<file path="src/rtl/eth_rx_mac_filter.sv">
// Destination-MAC filter on the RX stream: classifies each frame on its
// first beat and forwards it through a one-deep output slice or drops it.
module eth_rx_mac_filter #(
    parameter int ACCEPT_BCAST = 1,
    parameter int ACCEPT_MCAST = 1,
    parameter int CNT_WIDTH    = 32
) (
    input  logic                 clk,
    input  logic                 rst,
    input  logic [47:0]          mac_addr,
    input  logic                 promisc,
    input  logic                 s_tvalid,
    output logic                 s_tready,
    input  logic [511:0]         s_tdata,
    input  logic [63:0]          s_tkeep,
    input  logic                 s_tlast,
    output logic                 m_tvalid,
    input  logic                 m_tready,
    output logic [511:0]         m_tdata,
    output logic [63:0]          m_tkeep,
    output logic                 m_tlast,
    output logic [CNT_WIDTH-1:0] dbg_accepted,
    output logic [CNT_WIDTH-1:0] dbg_filtered,
    output logic [CNT_WIDTH-1:0] dbg_runt
);

    typedef enum logic [1:0] {
        HEAD,
        FWD,
        DROP
    } state_t;

    localparam logic ACC_B = (ACCEPT_BCAST != 0);
    localparam logic ACC_M = (ACCEPT_MCAST != 0);

    state_t state;
    state_t state_next;

    logic [47:0] da;
    logic        ucast_hit;
    logic        bcast;
    logic        mcast;
    logic        runt;
    logic        pass;
    logic        slice_ready;
    logic        xfer;
    logic        load;
    logic        first;

    // Byte 0 on the wire is the most significant byte of the address.
    assign da = {s_tdata[7:0],   s_tdata[15:8],  s_tdata[23:16],
                 s_tdata[31:24], s_tdata[39:32], s_tdata[47:40]};

    assign ucast_hit = (da == mac_addr);
    assign bcast     = (da == 48'hFFFF_FFFF_FFFF);
    assign mcast     = s_tdata[0] & ~bcast;
    assign runt      = s_tlast & (s_tkeep[5:0] != 6'h3F);

    assign pass = ~runt & (promisc | ucast_hit |
                           (bcast & ACC_B) | (mcast & ACC_M));

    assign slice_ready = ~m_tvalid | m_tready;
    assign xfer        = s_tvalid & s_tready;

    always_comb begin
        state_next = state;
        s_tready   = slice_ready;
        load       = 1'b0;
        first      = 1'b0;
        unique case (state)
            HEAD: begin
                if (s_tvalid & slice_ready) begin
                    first = 1'b1;
                    load  = pass;
                    if (!s_tlast) begin
                        state_next = pass ? FWD : DROP;
                    end
                end
            end
            FWD: begin
                if (s_tvalid & slice_ready) begin
                    load = 1'b1;
                    if (s_tlast) begin
                        state_next = HEAD;
                    end
                end
            end
            DROP: begin
                // Discarded beats never touch the slice, so never stall.
                s_tready = 1'b1;
                if (s_tvalid & s_tlast) begin
                    state_next = HEAD;
                end
            end
            default: begin
                state_next = HEAD;
            end
        endcase
    end

    always_ff @(posedge clk or posedge rst) begin
        if (rst) begin
            state <= HEAD;
        end else begin
            state <= state_next;
        end
    end

    always_ff @(posedge clk or posedge rst) begin
        if (rst) begin
            m_tvalid <= 1'b0;
            m_tdata  <= '0;
            m_tkeep  <= '0;
            m_tlast  <= 1'b0;
        end else if (load) begin
            m_tvalid <= 1'b1;
            m_tdata  <= s_tdata;
            m_tkeep  <= s_tkeep;
            m_tlast  <= s_tlast;
        end else if (m_tready) begin
            m_tvalid <= 1'b0;
        end
    end

    function automatic logic [CNT_WIDTH-1:0] sat_inc(
        input logic [CNT_WIDTH-1:0] v
    );
        return (&v) ? v : v + CNT_WIDTH'(1);
    endfunction

    // One increment per frame, decided on the first-beat transfer.
    always_ff @(posedge clk or posedge rst) begin
        if (rst) begin
            dbg_accepted <= '0;
            dbg_filtered <= '0;
            dbg_runt     <= '0;
        end else if (first && xfer) begin
            if (runt) begin
                dbg_runt <= sat_inc(dbg_runt);
            end else if (pass) begin
                dbg_accepted <= sat_inc(dbg_accepted);
            end else begin
                dbg_filtered <= sat_inc(dbg_filtered);
            end
        end
    end

endmodule

</file>
<file path="config.mk">
export PLATFORM = sky130hd
export DESIGN_NAME = eth_rx_mac_filter
export DESIGN_NICKNAME = d
export VERILOG_FILES = /design/src/rtl/eth_rx_mac_filter.sv
export SDC_FILE = /design/constraint.sdc
export NUM_CORES = 1
export LEC_CHECK = 0
export CORE_AREA = 2 2 515 517
export CTS_CLUSTER_SIZE = 25
export DETAILED_ROUTE_END_ITERATION = 6
export DIE_AREA = 0 0 517 519
export PLACE_DENSITY = 0.3
export SLEW_MARGIN = 5
export SYNTH_ARGS = -nofsm -noshare
export SYNTH_HDL_FRONTEND = slang
export SYNTH_SLANG_ARGS = --single-unit
</file>
<file path="constraint.sdc">
create_clock -name clk -period 27.2 [get_ports clk]
set_input_delay 4.08 -clock clk [delete_from_list [all_inputs] [get_ports clk]]
set_output_delay 4.08 -clock clk [all_outputs]
set_load 0.005 [all_outputs]
</file>
==> results_dict.tcl <==
set metrics [dict create \
    relSlewSlack 0.237 \
    tightest_slew_ps 1140 \
    yosys-top-cells-area "dfrtp_1 61%, mux2_1 12%, mux2_4 11%" \
    power.total_mw 4.21 \
    final_antenna_net_count 0 \
    critPathKind "input pin to flop" \
    synth_edf_count 0 \
    synth_seq_cells 676 \
    postCtsResizedCells 0 \
    finalHoldViolations 0 \
    leakage_nw 19.0 \
    grt_pass1_wl_um 220000 \
    syn2layout_area_growth_pct 73.7 \
    design_area_mm2 0.0478 \
    synth_top_cell_by_area "dfrtp_1" \
    grt_util_all_layers 0.123 \
    synth_fp_nets 2334 \
    syn_inst 1701 \
    placed_area_mm2 0.0445 \
    cts_root_buffer "clkbuf_16" \
    post_cts_buffers 0 \
    syn_avg_cell_area_um2 16.2 \
    status "completed" \
    placementRows 189 \
    synth_ff_type "dfrtp_1" \
    drv_slew 0 \
    synth_top_area_share 0.615 \
    cts_tree "built" \
    fin_crit_sh 0.357 \
    vias 20100 \
    hold_class "flop to flop" \
    h-tree-depth 3 \
    synth.distinct_cells 46 \
    dr.pass1.iters 5 \
    nNetsFinal 3690 \
    grt_max_degree 95 \
    setup-tns-final_ps 0 \
    cts_hold_buffers 0 \
    die_area_mm2 0.268 \
    fp.dieW_um 517 \
    rsz0062_at_grt "no" \
    clk_latency_ps 740 \
    portBuffers 1304 \
    yosysWarnings 0 \
    core_area_mm2 0.263 \
    drv_cap 0 \
    endpoint_kind "flop" \
    vias_per_cell 3.00 \
    crit_required_ps 27830 \
    start_util 0.104 \
    fmax_mhz 103 \
    grt_pass1_vias 21500 \
    powerDensity_mw_per_mm2 88.1 \
    gp_congestion 0.835 \
    fin_skew_ps 49.5 \
    cts.sinks 676 \
    layout-drive-gt1-share 0.149 \
    cts_made_buffers 99 \
    ctsLongestPathBuffers 3 \
    worstSetupStartpointType "input pin" \
    grt_overflow_total 0 \
    detail_route.wl_per_cell_um 25.4 \
    setup_viol 0 \
    arrival_ps 10350 \
    async_reset_ff_frac 1.00 \
    synthesis.area_mm2 0.0275 \
    drc_errors 0 \
    wirelength_um 170000 \
    ir_drop_v 0.0000464 \
    io_pins 1305 \
    path_clk_slew_ps 60 \
    hpwl_um 140000 \
    yosysSeqAreaShare 0.615 \
    worst-path-max-fanout 60 \
    antenna_found_initial 132 \
    first_iter_violations 828 \
    layout_min_cycle_time_ps 9710 \
    die_h_um 519 \
]
flip-flops by register name, indices dropped and copies added (netlist names):
register and cells:
dbg_runt 32, m_tkeep 64, m_tlast 1, dbg_filtered 32
dbg_accepted 32, m_tvalid 1, m_tdata 512, state 2
cell usage in the layout (no fill, tap or decap), types with 4 or more instances in the layout:
master	count
and2_1	8
and3_1	16
and4_1	15
buf_4	24
clkbuf_1	26
clkbuf_16	100
clkbuf_8	23
clkdlybuf4s50_1	1304
clkinv_2	14
dfrtp_1	676
diode_2	33
inv_1	8
mux2_1	300
mux2_2	79
mux2_4	200
nand2_1	34
nand3_1	34
nand4_1	50
nor2_1	23
nor3_1	6
nor4_2	4
xnor2_1	124
xor2_1	17
report_power, final:
part           total [mW]  internal, mW  switching (mW)
sequential           1.50          1.30           0.195
combinational        1.39         0.851           0.541
clock                1.32         0.767           0.552
total                4.21          2.92            1.29
worst max-delay path: stages:
cell and delay (ps):
clkdlybuf4s50_1 590, xnor2_1 220, nand4_1 180, nor4_2 130, buf_4 160, a311oi_4 600, a21bo_4 500, buf_4 700
buf_4 840, buf_4 920, buf_4 780, mux2_2 410
metal layers:
| metal | part of all wire | track usage | vias up |
|---|---|---|---|
| met1 | 0.40 | 0.143 | 9924 |
| met4 | 0.021 | 0.0300 | 70 |
| met2 | 0.45 | 0.195 | 1043 |
| met5 | 0.0026 | 0 | - |
| li1 | - | - | 8817 |
| met3 | 0.12 | 0.0664 | 269 |
logic make-up (layout without fill, tap and decap cells):
group                      after synthesis  in the layout  synth area share
adders and majority gates                3              3           0.00136
other                                    0             33                 0
xor gates and xnor gates               141            141            0.0449
buffers and inverters                   82           1512            0.0269
AOI/OAI and AO/OA                       13             13           0.00450
muxes                                  579            579             0.264
and+or+nand+nor                        207            207            0.0437
DFF                                    676            676             0.615
synthesized netlist by cell type (3+ instances only):
cell	instances
nor3_1	6
nand4_1	50
nand2_1	34
mux2_1	300
buf_2	12
clkbuf_1	5
ha_1	3
nor2_1	24
nand3_1	34
mux2_4	200
mux2_2	79
dfrtp_1	676
buf_6	55
nor4_2	4
and4_1	15
and2_1	8
xnor2_1	124
xor2_1	17
and3_1	16
inv_1	9
through the flow:
step,hold slack (ps),worst slack [ps],cells,utilization
floorplan,478,4170,1701,-
global route,499,17070,6668,0.181
global placement,474,16320,6489,0.169
detailed placement,480,16370,6489,0.169
CTS,492,17240,6664,0.181
finish,487,17490,6697,0.181
layout make-up:
cell class | count | area [µm²]
Fill cell | 28800 | 216000
Sequential cell | 676 | 16900
Timing Repair Buffer | 1328 | 13200
Multi-Input combinational cell | 943 | 9880
Tap cell | 3533 | 4420
Clock buffer | 149 | 2920
Clock inverter | 26 | 319
Antenna cell | 33 | 82.6
Inverter | 9 | 41.3
worst paths after layout:
check	from	to	slack (ps)	depth (start not counted)
setup / recovery	mac_addr[31]	m_tdata[76]	17490	12
hold / removal	m_tdata[187]	m_tdata[187]	490	1
setup reg to reg	m_tvalid	m_tdata[76]	22060	9
hold reg to reg	m_tdata[187]	m_tdata[187]	490	1
max in group asynchronous	rst	m_tdata[454]	19830	6
min in group asynchronous	rst	m_tdata[71]	3840	2
No activity file was read; power rests on OpenSTA's default activity.
